File: src/rtl/decode_ctrl_if.sv
// Decode-stage bus: fetched instruction in, ID/EX register contents out.
`ifndef WORD_LEN
`define WORD_LEN 32
`endif
`ifndef EXE_CMD_LEN
`define EXE_CMD_LEN 4
`endif

interface decode_ctrl_if;
  logic [`WORD_LEN-1:0]    instr_in;
  logic                    instr_valid;
  logic [`WORD_LEN-1:0]    pc_in;
  logic                    flush;
  logic [`EXE_CMD_LEN-1:0] exe_cmd;
  logic                    mem_r_en;
  logic                    mem_w_en;
  logic                    wb_en;
  logic                    is_imm;
  logic [1:0]              br_type;
  logic [4:0]              dest;
  logic [4:0]              src1;
  logic [4:0]              src2;
  logic [`WORD_LEN-1:0]    imm_sext;
  logic [`WORD_LEN-1:0]    pc_out;
  logic                    valid_out;
  logic                    illegal;
  logic                    hazard_stall;

  // Upstream (fetch side / consumer of ID/EX)
  modport master (
    output instr_in, instr_valid, pc_in, flush,
    input  exe_cmd, mem_r_en, mem_w_en, wb_en, is_imm, br_type,
           dest, src1, src2, imm_sext, pc_out, valid_out, illegal, hazard_stall
  );

  // Decode stage
  modport slave (
    input  instr_in, instr_valid, pc_in, flush,
    output exe_cmd, mem_r_en, mem_w_en, wb_en, is_imm, br_type,
           dest, src1, src2, imm_sext, pc_out, valid_out, illegal, hazard_stall
  );
endinterface

File: src/rtl/decode_ctrl.sv
// Instruction decode with ID/EX register and single-cycle load-use interlock.
`ifndef WORD_LEN
`define WORD_LEN 32
`endif
`ifndef EXE_CMD_LEN
`define EXE_CMD_LEN 4
`endif
`ifndef EXE_ADD
`define EXE_ADD 4'b0000
`endif
`ifndef EXE_SUB
`define EXE_SUB 4'b0010
`endif
`ifndef EXE_AND
`define EXE_AND 4'b0100
`endif
`ifndef EXE_OR
`define EXE_OR 4'b0101
`endif
`ifndef EXE_NO_OPERATION
`define EXE_NO_OPERATION 4'b1111
`endif

module decode_ctrl (
  input  logic          clk,
  input  logic          rst,
  decode_ctrl_if.slave  bus
);
  localparam logic [5:0] OP_NOP  = 6'd0;
  localparam logic [5:0] OP_ADD  = 6'd1;
  localparam logic [5:0] OP_SUB  = 6'd3;
  localparam logic [5:0] OP_AND  = 6'd5;
  localparam logic [5:0] OP_OR   = 6'd6;
  localparam logic [5:0] OP_ADDI = 6'd32;
  localparam logic [5:0] OP_LD   = 6'd36;
  localparam logic [5:0] OP_ST   = 6'd37;
  localparam logic [5:0] OP_BEZ  = 6'd40;
  localparam logic [5:0] OP_BNE  = 6'd41;
  localparam logic [5:0] OP_JMP  = 6'd42;

  typedef struct packed {
    logic                    valid;
    logic [`EXE_CMD_LEN-1:0] exe_cmd;
    logic                    mem_r_en;
    logic                    mem_w_en;
    logic                    wb_en;
    logic                    is_imm;
    logic [1:0]              br_type;
    logic [4:0]              dest;
    logic [4:0]              src1;
    logic [4:0]              src2;
    logic [`WORD_LEN-1:0]    imm_sext;
    logic [`WORD_LEN-1:0]    pc;
  } idex_t;

  idex_t                idex_q, dec, bubble, idex_d;
  logic                 ld_pending;
  logic [4:0]           ld_dest;
  logic                 illegal_q;
  logic [5:0]           opcode;
  logic [4:0]           f_rd, f_rs, f_rt;
  logic [`WORD_LEN-1:0] imm;
  logic                 legal, rd1, rd2, hazard, live, issue, ld_set;

  assign opcode = bus.instr_in[31:26];
  assign f_rd   = bus.instr_in[25:21];
  assign f_rs   = bus.instr_in[20:16];
  assign f_rt   = bus.instr_in[15:11];
  assign imm    = {{16{bus.instr_in[15]}}, bus.instr_in[15:0]};

  // Opcode table: decoded ID/EX contents plus which register fields are read
  always_comb begin
    bubble         = '0;
    bubble.exe_cmd = `EXE_NO_OPERATION;
    dec            = bubble;
    legal          = 1'b1;
    rd1            = 1'b0;
    rd2            = 1'b0;
    case (opcode)
      OP_NOP: ;
      OP_ADD, OP_SUB, OP_AND, OP_OR: begin
        dec.valid = 1'b1;
        dec.wb_en = 1'b1;
        dec.dest  = f_rd;
        dec.src1  = f_rs;
        dec.src2  = f_rt;
        rd1       = 1'b1;
        rd2       = 1'b1;
        case (opcode)
          OP_SUB:  dec.exe_cmd = `EXE_SUB;
          OP_AND:  dec.exe_cmd = `EXE_AND;
          OP_OR:   dec.exe_cmd = `EXE_OR;
          default: dec.exe_cmd = `EXE_ADD;
        endcase
      end
      OP_ADDI, OP_LD: begin
        dec.valid    = 1'b1;
        dec.exe_cmd  = `EXE_ADD;
        dec.is_imm   = 1'b1;
        dec.wb_en    = 1'b1;
        dec.mem_r_en = (opcode == OP_LD);
        dec.dest     = f_rd;
        dec.src1     = f_rs;
        dec.imm_sext = imm;
        rd1          = 1'b1;
      end
      OP_ST: begin
        dec.valid    = 1'b1;
        dec.exe_cmd  = `EXE_ADD;
        dec.is_imm   = 1'b1;
        dec.mem_w_en = 1'b1;
        dec.src1     = f_rs;
        dec.src2     = f_rd;
        dec.imm_sext = imm;
        rd1          = 1'b1;
        rd2          = 1'b1;
      end
      OP_BEZ, OP_BNE: begin
        dec.valid    = 1'b1;
        dec.br_type  = (opcode == OP_BEZ) ? 2'd1 : 2'd2;
        dec.src1     = f_rs;
        dec.src2     = f_rd;
        dec.imm_sext = imm;
        rd1          = 1'b1;
        rd2          = (opcode == OP_BNE);
      end
      OP_JMP: begin
        dec.valid    = 1'b1;
        dec.br_type  = 2'd3;
        dec.is_imm   = 1'b1;
        dec.imm_sext = imm;
      end
      default: legal = 1'b0;
    endcase
    // r0 is hardwired; writing it is meaningless
    if (dec.dest == 5'd0) dec.wb_en = 1'b0;
    if (dec.valid) dec.pc = bus.pc_in;
  end

  // Interlock and issue qualification; flush and reset override everything
  always_comb begin
    live   = !rst && bus.instr_valid && !bus.flush;
    hazard = live && ld_pending && (ld_dest != 5'd0) &&
             ((rd1 && dec.src1 == ld_dest) || (rd2 && dec.src2 == ld_dest));
    issue  = live && legal && !hazard && dec.valid;
    ld_set = issue && (opcode == OP_LD) && (dec.dest != 5'd0);
    idex_d = issue ? dec : bubble;
  end

  // ID/EX register and load-tracking state
  always_ff @(posedge clk) begin
    if (rst) begin
      idex_q     <= bubble;
      illegal_q  <= 1'b0;
      ld_pending <= 1'b0;
      ld_dest    <= 5'd0;
    end else begin
      idex_q     <= idex_d;
      illegal_q  <= live && !legal;
      ld_pending <= ld_set;
      ld_dest    <= ld_set ? dec.dest : 5'd0;
    end
  end

  assign bus.valid_out    = idex_q.valid;
  assign bus.exe_cmd      = idex_q.exe_cmd;
  assign bus.mem_r_en     = idex_q.mem_r_en;
  assign bus.mem_w_en     = idex_q.mem_w_en;
  assign bus.wb_en        = idex_q.wb_en;
  assign bus.is_imm       = idex_q.is_imm;
  assign bus.br_type      = idex_q.br_type;
  assign bus.dest         = idex_q.dest;
  assign bus.src1         = idex_q.src1;
  assign bus.src2         = idex_q.src2;
  assign bus.imm_sext     = idex_q.imm_sext;
  assign bus.pc_out       = idex_q.pc;
  assign bus.illegal      = illegal_q;
  assign bus.hazard_stall = hazard;
endmodule

File: src/flat_wrapper.sv
// flat-port wrapper written by rule: the top's interface ports become plain ports
module decode_ctrl_flat 
  (clk, rst, bus_instr_in, bus_instr_valid, bus_pc_in, bus_flush, bus_exe_cmd, bus_mem_r_en, bus_mem_w_en, bus_wb_en, bus_is_imm, bus_br_type, bus_dest, bus_src1, bus_src2, bus_imm_sext, bus_pc_out, bus_valid_out, bus_illegal, bus_hazard_stall);
  decode_ctrl_if bus_i ();
  input  logic clk;
  input  logic rst;
  input wire logic [$bits(bus_i.instr_in)-1:0] bus_instr_in;
  input wire logic [$bits(bus_i.instr_valid)-1:0] bus_instr_valid;
  input wire logic [$bits(bus_i.pc_in)-1:0] bus_pc_in;
  input wire logic [$bits(bus_i.flush)-1:0] bus_flush;
  output wire logic [$bits(bus_i.exe_cmd)-1:0] bus_exe_cmd;
  output wire logic [$bits(bus_i.mem_r_en)-1:0] bus_mem_r_en;
  output wire logic [$bits(bus_i.mem_w_en)-1:0] bus_mem_w_en;
  output wire logic [$bits(bus_i.wb_en)-1:0] bus_wb_en;
  output wire logic [$bits(bus_i.is_imm)-1:0] bus_is_imm;
  output wire logic [$bits(bus_i.br_type)-1:0] bus_br_type;
  output wire logic [$bits(bus_i.dest)-1:0] bus_dest;
  output wire logic [$bits(bus_i.src1)-1:0] bus_src1;
  output wire logic [$bits(bus_i.src2)-1:0] bus_src2;
  output wire logic [$bits(bus_i.imm_sext)-1:0] bus_imm_sext;
  output wire logic [$bits(bus_i.pc_out)-1:0] bus_pc_out;
  output wire logic [$bits(bus_i.valid_out)-1:0] bus_valid_out;
  output wire logic [$bits(bus_i.illegal)-1:0] bus_illegal;
  output wire logic [$bits(bus_i.hazard_stall)-1:0] bus_hazard_stall;
  assign bus_i.instr_in = bus_instr_in;
  assign bus_i.instr_valid = bus_instr_valid;
  assign bus_i.pc_in = bus_pc_in;
  assign bus_i.flush = bus_flush;
  assign bus_exe_cmd = bus_i.exe_cmd;
  assign bus_mem_r_en = bus_i.mem_r_en;
  assign bus_mem_w_en = bus_i.mem_w_en;
  assign bus_wb_en = bus_i.wb_en;
  assign bus_is_imm = bus_i.is_imm;
  assign bus_br_type = bus_i.br_type;
  assign bus_dest = bus_i.dest;
  assign bus_src1 = bus_i.src1;
  assign bus_src2 = bus_i.src2;
  assign bus_imm_sext = bus_i.imm_sext;
  assign bus_pc_out = bus_i.pc_out;
  assign bus_valid_out = bus_i.valid_out;
  assign bus_illegal = bus_i.illegal;
  assign bus_hazard_stall = bus_i.hazard_stall;
  decode_ctrl u_core (.clk(clk), .rst(rst), .bus(bus_i));
endmodule
File: config.mk
export PLATFORM = sky130hd
export DESIGN_NAME = decode_ctrl_flat
export DESIGN_NICKNAME = d
export VERILOG_FILES = /design/src/rtl/decode_ctrl_if.sv /design/src/rtl/decode_ctrl.sv /design/src/flat_wrapper.sv
export SDC_FILE = /design/constraint.sdc
export NUM_CORES = 1
export LEC_CHECK = 0
export BUFFER_PORTS_ARGS = -buffer_cell sky130_fd_sc_hd__buf_2
export CAP_MARGIN = 10
export CORE_MARGIN = 2
export CORE_UTILIZATION = 46
export DETAILED_ROUTE_END_ITERATION = 8
export PLACE_DENSITY_LB_ADDON = 0.05
export SLEW_MARGIN = 20
export SYNTH_ARGS = -nofsm -noshare
export SYNTH_HDL_FRONTEND = slang
export SYNTH_SLANG_ARGS = --single-unit
File: constraint.sdc
create_clock -name clk -period 2.8 [get_ports clk]
set_input_delay 0.56 -clock clk [delete_from_list [all_inputs] [get_ports clk]]
set_output_delay 0.56 -clock clk [all_outputs]
set_load 0.03 [all_outputs]
-- Yosys cells after proc, flatten, opt, wreduce, memory -nomap -nowiden
Index checks and enable logic that the tools add are counted.
- register bits: 81
- input port bits: 68
- output and inout bits: 92
- logic and storage cells: 86
- equal/unequal tests: 12
- mux-type cells: 14
- bitwise operators: 5
- reduce and logical (&&, ||, !) cells: 40
- operator list (kind ; number):
    $eq 6x6->1 const B ; 6
    $reduce_or 3->1 ; 6
    $logic_and 1x1->1 ; 13
    $eq 6x3->1 const B ; 2
    $reduce_or 6->1 ; 2
    $reduce_or 11->1 ; 1
    $eq 5x5->1 ; 2
    $mux 5 ; 2
    $pmux 5 s2 ; 1
    $reduce_bool 5->1 ; 2
    $reduce_or 10->1 ; 1
    $pmux 3 s3 ; 1
    $reduce_or 9->1 ; 1
    $pmux 4 s2 ; 1
    $reduce_or 2->1 ; 4
    $reduce_or 4->1 ; 2
    $eq 6x1->1 const B ; 1
    $eq 6x2->1 const B ; 1
    $logic_not 6->1 ; 1
    $mux 1 ; 6
    $logic_not 5->1 ; 1
    $not 1->1 ; 5
    $reduce_or 5->1 ; 1
    $logic_not 1->1 ; 4
    4 further kinds ; 4

-- Longest topological paths before layout
Gate-level depths: netlist of the first run.
- word-level depth: 14
- depth in mapped cells: 9
- gate-level depth less buffers: 6

-- Least setup slack after synthesis of the first run
Ideal clock, no wire load.
- path kind: input -> output
- start: input port bus_instr_in[31]
- end: output port bus_hazard_stall
- arrival time: 2.584 ns
- required time: 2.240 ns
- slack: -0.344 ns
- stages: 7
- path buffers: 1
- cells stage by stage: nor2b_1 > clkbuf_1 > o2111ai_1 > and3_1 > nor4_4 > nand4_1 > a211oi_1
- longest elaborated chain between the ends: 7
- elaborated cells between the ends (all ways): 24
- classes of those cells: eq/ne (11); mux (4); reduce/logical (9)
- ends and longest elaborated chain (element ; line ; source):
    start: declaration ; flat_wrapper.sv:7 ; input wire logic [$bits(bus_i.instr_in)-1:0] bus_instr_in;
    $eq 6x1->1, or another cell as far along ; decode_ctrl.sv:79 ; case (opcode)
    $reduce_or 4->1, or another cell as far along ; -- ;
    $pmux 5 s2 / $mux 5 (equally long branches) ; decode_ctrl.sv:79 ;
    $eq 5x5->1 ; decode_ctrl.sv:144 ; ((rd1 && dec.src1 == ld_dest) || (rd2 && dec.src2 == ld_dest));
    $logic_and 1x1->1 ; decode_ctrl.sv:144 ;
    $logic_or 1x1->1 (*) ; decode_ctrl.sv:144 ;
    $logic_and 1x1->1 (*) ; decode_ctrl.sv:143 ; hazard = live && ld_pending && (ld_dest != 5'd0) &&
    end: declaration ; flat_wrapper.sv:24 ; output wire logic [$bits(bus_i.hazard_stall)-1:0] bus_hazard_stall;
Every way passes the cells marked *; elsewhere a longest branch is shown, timed or not.

-- Worst setup path after layout of the first run
- start: input port bus_instr_in[27]
- end: output port bus_hazard_stall
Same word-level chain as after synthesis.

==> impl_metrics.yaml, run 1 <==
synthesis:
  yosys_register_bits: 81
  postSynth.asyncResetShare: 0
  syn-cell-area_um2: 3390
  syn_area_per_cell_um2: 9.37
  yosysUniqueCellTypes: 52
  syn_nets: 430
  ys.flop_type: "dfxtp_1"
  yosys.area.top_type: "dfxtp_1"
  synth_edf_count: 0
  synth_cells: 362
  seq_area_frac_synth: 0.478
  yosysWarnings: 0
  synth_area_leaders: "dfxtp_1 48%, a21oi_2 7.7%, buf_4 5.1%"
  synth_top_cell_area_share: 0.478
die:
  io-pin-count: 160
  rows: 31
  initial_core_util: 0.470
  die_area_um2: 8080
  core_um2: 7210
  fp.dieH_um: 89.9
  die_x_um: 89.9
sta:
  maxSlewHeadroom: 0.590
  max_freq_mhz: 354
  grt_setup_unrepaired: "true"
  worst_slack_ns: -0.0264
  slew_viol_final: 0
  setup_viol: 1
  setup_tns_ns: -0.0264
  worst_pin_slew_ns: 0.615
  fin_skew_ns: 0.00604
  fin_crit_sh: 1.01
  finalCriticalPeriod_ns: 2.83
  hold_viol: 0
routing:
  first_pass_iters: 4
  vias: 3172
  wl_mm: 8.69
  postRouteAntennaNets: 0
  wl_per_cell_um: 13.8
  via_per_inst: 5.03
  drtIter0Drc: 145
  drc: 0
pwr:
  p_leak_nw: 2.16
  total_power_mw: 2.24
  powerDensity_nw_per_um2: 476
  peakVddDrop_v: 0.000439
global_routing:
  grt_pass1_wl_mm: 14.2
  antenna_found_initial: 0
  grt_util_all_layers: 0.216
  use_met3: 0.0436
  grtUsageMet2: 0.366
  grt_busiest_layer: "met2"
  grt_pass1_vias: 3028
  grt_max_degree: 34
  grtUsageMet1: 0.267
  grt_overflow_total: 0
cts:
  cts_tree: "done"
  ctsRootBufferMaster: "clkbuf_8"
  numCtsBuffers: 9
  cts_max_path_buffers: 2
  postCtsHoldBufs: 0
  numClockSinks: 81
  clkLatencyLatePin_ns: 0.35
  htree_levels: 3
  clk_pin_slew_ns: 0.08
cells_and_area:
  nFillCells: 651
  fin_cells: 630
  layout-drive-gt1-share: 0.503
  area_growth_pct: 38.8
  nNetsFinal: 594
  antenna_cells: 0
status:
  status: "complete, but fails checks"
  violations: "setup timing"
worst_setup_path:
  arrival_ns: 2.27
  cp-end-kind: "primary output"
  reg2reg_to: "u_core.bus.valid_out$_SDFF_PP0_"
  path_class: "in2out"
  path_cells: "buf_8 -> and3b_2 -> o211ai_1 -> buf_4 -> a21oi_4 -> nor4_4 -> nand4_1 -> a211oi_4 -> buf_6"
  slowest_delay_ns: 0.29
  startpoint: "bus_instr_in[27]"
  reg2reg_setup_slack_ns: 0.52
  r2r_start: "u_core.ld_dest[4]$_SDFF_PP0_"
  start_kind: "input port"
  endpoint: "bus_hazard_stall"
  slowest_stage: "nor4_4"
  cp_max_fo: 5
  worst_r2r_path_depth: 7
  worstPathRequired_ns: 2.24
flow_run:
  cap_violations: 0
place:
  gp_congestion: 0.906
  dp_hpwl_mm: 6.20
  placedCellCount: 610
  dpl_worst_slack_ns: -0.171
  portBuffers: 159
worst_hold_path:
  hold_path_class: "in2reg"
==> worst max-delay path, delay by kind of cell <==
family          cells  cell delay [ns]
simple gates        3             0.73
compound gates      3             0.53
buf+inv             3             0.44
==> synthesized netlist by cell type, drive strengths merged, types with 2 or more instances <==
cell type	n
a211oi	7
a21boi	2
a21oi	40
and2	3
and3	13
and3b	3
buf	33
clkbuf	11
dfxtp	81
inv	3
nand2	38
nand3	34
nand4	3
nor2	16
nor2b	4
nor3	26
nor4	2
nor4b	2
o2111ai	4
o211ai	5
o21ai	3
o21bai	2
or3	2
or4	2
xnor2	2
xor2	4
==> cell usage in the layout, fill, tap and decap left out, types with 2 or more instances in the layout <==
cell type	Yosys	final
a21oi_1	10	8
nand4_1	3	3
nand3_1	34	34
o21ai_0	2	2
clkinvlp_4	0	3
buf_6	3	3
buf_4	23	35
clkbuf_1	11	3
a21oi_2	30	31
nor4b_1	2	2
xor2_1	4	4
nor3_1	25	25
and2_1	2	2
a211oi_1	7	5
and3b_2	0	2
buf_2	6	154
or4_1	2	2
nor2b_1	4	2
nor2b_4	0	2
inv_1	3	2
and3_1	13	11
buf_12	0	2
xnor2_1	2	2
nor4_4	2	2
a211oi_4	0	2
buf_8	0	3
clkbuf_8	0	9
dfxtp_1	81	81
and3_4	0	2
o2111ai_2	0	3
nand2_1	38	38
o211ai_1	5	5
nor2_1	16	16
==> timing repair <==
item | CTS | global route
endpoints found under the hold margin | 0 | 0
setup endpoints to repair | 1 | 1
buffers inserted | 3 | 1
resized for setup | 29 | 3
pin swaps | 14 | 6
==> cell type report <==
class	count	area (um^2)	share of cell area
flip-flops and latches	81	1620	0.344
clock inverters	4	53.8	0.0114
well taps	99	124	0.0263
multi-input cells	234	1610	0.342
repair buffers	197	1150	0.245
inverters	3	15.0	0.00319
clock buffers	12	135	0.0287
==> cells by family (layout without fill, tap and decap cells) <==
| family | after synthesis | after routing | share of synthesized area |
|---|---|---|---|
| buf+inv | 47 | 216 | 0.0863 |
| xor+xnor | 6 | 6 | 0.0155 |
| simple gates | 154 | 154 | 0.241 |
| compound gates | 74 | 74 | 0.179 |
| flops | 81 | 81 | 0.478 |
==> where the power goes <==
part	switching, mW	total [mW]	internal [mW]
registers	0.00211	1.16	1.16
clock network	0.400	0.815	0.415
logic	0.156	0.265	0.109
total	0.558	2.24	1.68
==> per-stage QoR <==
| step | cell area (um^2) | utilization | hold slack (ns) |
|---|---|---|---|
| final | 4710 | 0.653 | 0.423 |
| after global routing | 4710 | 0.653 | 0.414 |
| after CTS | 4690 | 0.650 | 0.411 |
| after detailed placement | 4350 | 0.603 | 0.785 |
| after global placement | 4350 | 0.603 | 0.780 |
| after floorplan | 3410 | - | 0.666 |
==> worst min-delay path by stage <==
stage                                      end  slack (ns)  cells after the start                    startpoint
4_1_cts        u_core.bus.pc_out[1]$_SDFF_PP0_        0.41                      3                  bus_pc_in[1]
5_1_grt        u_core.bus.pc_out[1]$_SDFF_PP0_        0.41                      3                  bus_pc_in[1]
3_5_place_dp   u_core.bus.pc_out[1]$_SDFF_PP0_        0.79                      3                  bus_pc_in[1]
3_3_place_gp   u_core.bus.pc_out[0]$_SDFF_PP0_        0.78                      3                  bus_pc_in[0]
6_report       u_core.bus.pc_out[1]$_SDFF_PP0_        0.42                      3                  bus_pc_in[1]
2_1_floorplan  u_core.bus.valid_out$_SDFF_PP0_        0.67                      3  u_core.ld_pending$_SDFF_PP0_
==> registers in the layout, indices dropped and copies added (netlist names), 2 cells and up <==
signal               count
u_core.bus.dest          5
u_core.ld_dest           5
u_core.bus.imm_sext     16
u_core.bus.exe_cmd       4
u_core.bus.src2          5
u_core.bus.src1          5
u_core.bus.br_type       2
u_core.bus.pc_out       32
==> layer usage <==
metal	up-vias	wire length [um]
met1	1448	3670
li1	1588	-
met5	-	0
met4	0	223
met2	115	4220
met3	21	578
No activity file was read; power rests on OpenSTA's default activity.
==> run 2, diff against run 1 <==
--- a/config.mk
+++ b/config.mk
@@ -5,12 +5,13 @@
 export SDC_FILE = /design/constraint.sdc
 export NUM_CORES = 1
 export LEC_CHECK = 0
-export BUFFER_PORTS_ARGS = -buffer_cell sky130_fd_sc_hd__buf_2
+export BUFFER_PORTS_ARGS = -buffer_cell sky130_fd_sc_hd__buf_4
 export CAP_MARGIN = 10
 export CORE_MARGIN = 2
 export CORE_UTILIZATION = 46
 export DETAILED_ROUTE_END_ITERATION = 8
 export PLACE_DENSITY_LB_ADDON = 0.05
+export SETUP_SLACK_MARGIN = 0.1
 export SLEW_MARGIN = 20
 export SYNTH_ARGS = -nofsm -noshare
 export SYNTH_HDL_FRONTEND = slang
==> run 2 against run 1 <==
The run still ends with setup timing left. Largest cell class unchanged. Critical path depth decreased by 1. Non-clock buffer count increased by 2. First-iteration DRC count is 17% lower. Critical endpoint unchanged. Sequential cell count stayed put. Clock skew increased by 0.0021 ns. Maximum frequency is 1.5% lower. Cell area increased by 8.9%. Total power up 5.4%. Via count up 1.7%. Hold slack gained 0.0066 ns. Sequential share of layout area shrank 2.8 points. Final cell count rose by 0.32%. Highest routed layer unchanged.
==> impl_metrics.yaml, run 2 (synthesis gave the netlist of run 1 again) <==
die:
  io-pin-count: 160
  fp.dieH_um: 89.9
  die_area_um2: 8080
  initial_core_util: 0.470
  die_x_um: 89.9
  core_um2: 7210
  rows: 31
sta:
  max_freq_mhz: 349
  worst_slack_ns: -0.0687
  worst_pin_slew_ns: 0.628
  setup_viol: 1
  maxSlewHeadroom: 0.582
  slew_viol_final: 0
  fin_skew_ns: 0.00819
  fin_crit_sh: 1.02
  finalCriticalPeriod_ns: 2.87
  hold_viol: 0
  grt_setup_unrepaired: "true"
worst_setup_path:
  crit_family: "simple AND/OR/NAND/NOR gates"
  path_class: "in2out"
  startpoint: "bus_instr_in[29]"
  path_buf_inv: 2
  worstPathRequired_ns: 2.24
  arrival_ns: 2.31
  slowest_delay_ns: 0.36
  slowest_stage: "and3b_2"
  start_kind: "input port"
  worst_r2r_path_depth: 7
  cp-end-kind: "primary output"
  cp_max_fo: 5
  r2r_start: "u_core.ld_dest[4]$_SDFF_PP0_"
  path_cells: "buf_8 -> and3b_2 -> o2111ai_4 -> and3_4 -> nor4_4 -> nand4_1 -> a211oi_4 -> buf_6"
  reg2reg_setup_slack_ns: 0.51
  reg2reg_to: "u_core.bus.valid_out$_SDFF_PP0_"
cts:
  postCtsHoldBufs: 0
  cts_max_path_buffers: 2
  clk_pin_slew_ns: 0.09
  clkLatencyLatePin_ns: 0.34
  cts_tree: "done"
  ctsRootBufferMaster: "clkbuf_8"
  htree_levels: 3
  numClockSinks: 81
  numCtsBuffers: 9
worst_hold_path:
  hold_path.startpoint: "bus_pc_in[1]"
  hold_end: "u_core.bus.pc_out[1]$_SDFF_PP0_"
  holdPathStages: 3
  hold_path_class: "in2reg"
place:
  portBuffers: 159
  dp_hpwl_mm: 7.04
  placedCellCount: 612
  dpl_worst_slack_ns: -0.198
  placed_area_um2: 4780
  gp_congestion: 0.919
status:
  status: "complete, but fails checks"
  violations: "setup timing"
cells_and_area:
  multi_input_area_um2: 1620
  antenna_cells: 0
  ff_latch_area_um2: 1620
  final_cell_mix: "192 x buf_4, 81 x dfxtp_1, 38 x nand2_1"
  largest_reg_flops: 32
  layout_commonest_cell: "buf_4"
  fin_cells: 632
  nFillCells: 623
  final_core_util: 0.711
  area_growth_pct: 51.2
  nNetsFinal: 596
  layout-drive-gt1-share: 0.508
  finalInstanceArea_um2: 5130
pwr:
  powerDensity_nw_per_um2: 460
  peakVddDrop_v: 0.000387
  total_power_mw: 2.36
  p_leak_nw: 2.24
routing:
  wl_mm: 9.75
  via_per_inst: 5.10
  drc: 0
  drtIter0Drc: 120
  first_pass_iters: 4
  wl_per_cell_um: 15.4
  vias: 3225
  postRouteAntennaNets: 0
global_routing:
  use_met3: 0.0595
  grt_overflow_total: 0
  grtUsageMet1: 0.316
  grtUsageMet2: 0.381
  antenna_found_initial: 0
  grt_pass1_vias: 2970
  grt_pass1_wl_mm: 15.5
  grt_max_degree: 34
  grt_util_all_layers: 0.237
  grt_busiest_layer: "met2"
flow_run:
  cap_violations: 0
==> run 2: what timing repair did <==
item / CTS / global route
resized for setup: 8 / 13
setup buffers: 0 / 4
setup endpoints to repair: 1 / 1
pin swaps: 3 / 11
==> run 2: per-layer routing <==
| metal | up-vias | wire (um) |
|---|---|---|
| li1 | 1591 | - |
| met1 | 1496 | 4200 |
| met2 | 130 | 4780 |
| met3 | 8 | 661 |
| met4 | 0 | 106 |
| met5 | - | 0 |
==> run 2: final cells by class <==
type / count / area share
Clock buffer: 10 / 0.0268
Timing Repair Buffer: 199 / 0.300
Tap cell: 99 / 0.0241
Sequential cell: 81 / 0.316
Clock inverter: 6 / 0.0146
Multi-Input combinational cell: 234 / 0.316
Inverter: 3 / 0.00219
==> run 2: how the worst max path moves through the flow <==
stage                       end  slack (ns)  cells after the start
2_1_floorplan  bus_hazard_stall        0.09                      7
3_3_place_gp   bus_hazard_stall       -0.13                      8
3_5_place_dp   bus_hazard_stall       -0.20                      8
4_1_cts        bus_hazard_stall       -0.08                      8
5_1_grt        bus_hazard_stall       -0.15                      8
6_report       bus_hazard_stall       -0.07                      8
==> run 2: power breakdown <==
part           switching, mW  internal (mW)
registers            0.00252           1.16
logic                  0.160          0.140
clock network          0.452          0.449
total                  0.614           1.75
==> run 2: metrics by stage <==
step	hold slack (ns)	setup TNS, ns
finish	0.429	-0.0687
CTS	0.416	-0.0791
global placement	0.791	-0.134
global route	0.408	-0.150
detailed placement	0.797	-0.301
floorplan	0.666	0
==> run 2: tightest hold or removal path, cell delays in order <==
cell and delay (ns):
buf_4 0.11, nand2_1 0.04, a21oi_1 0.03
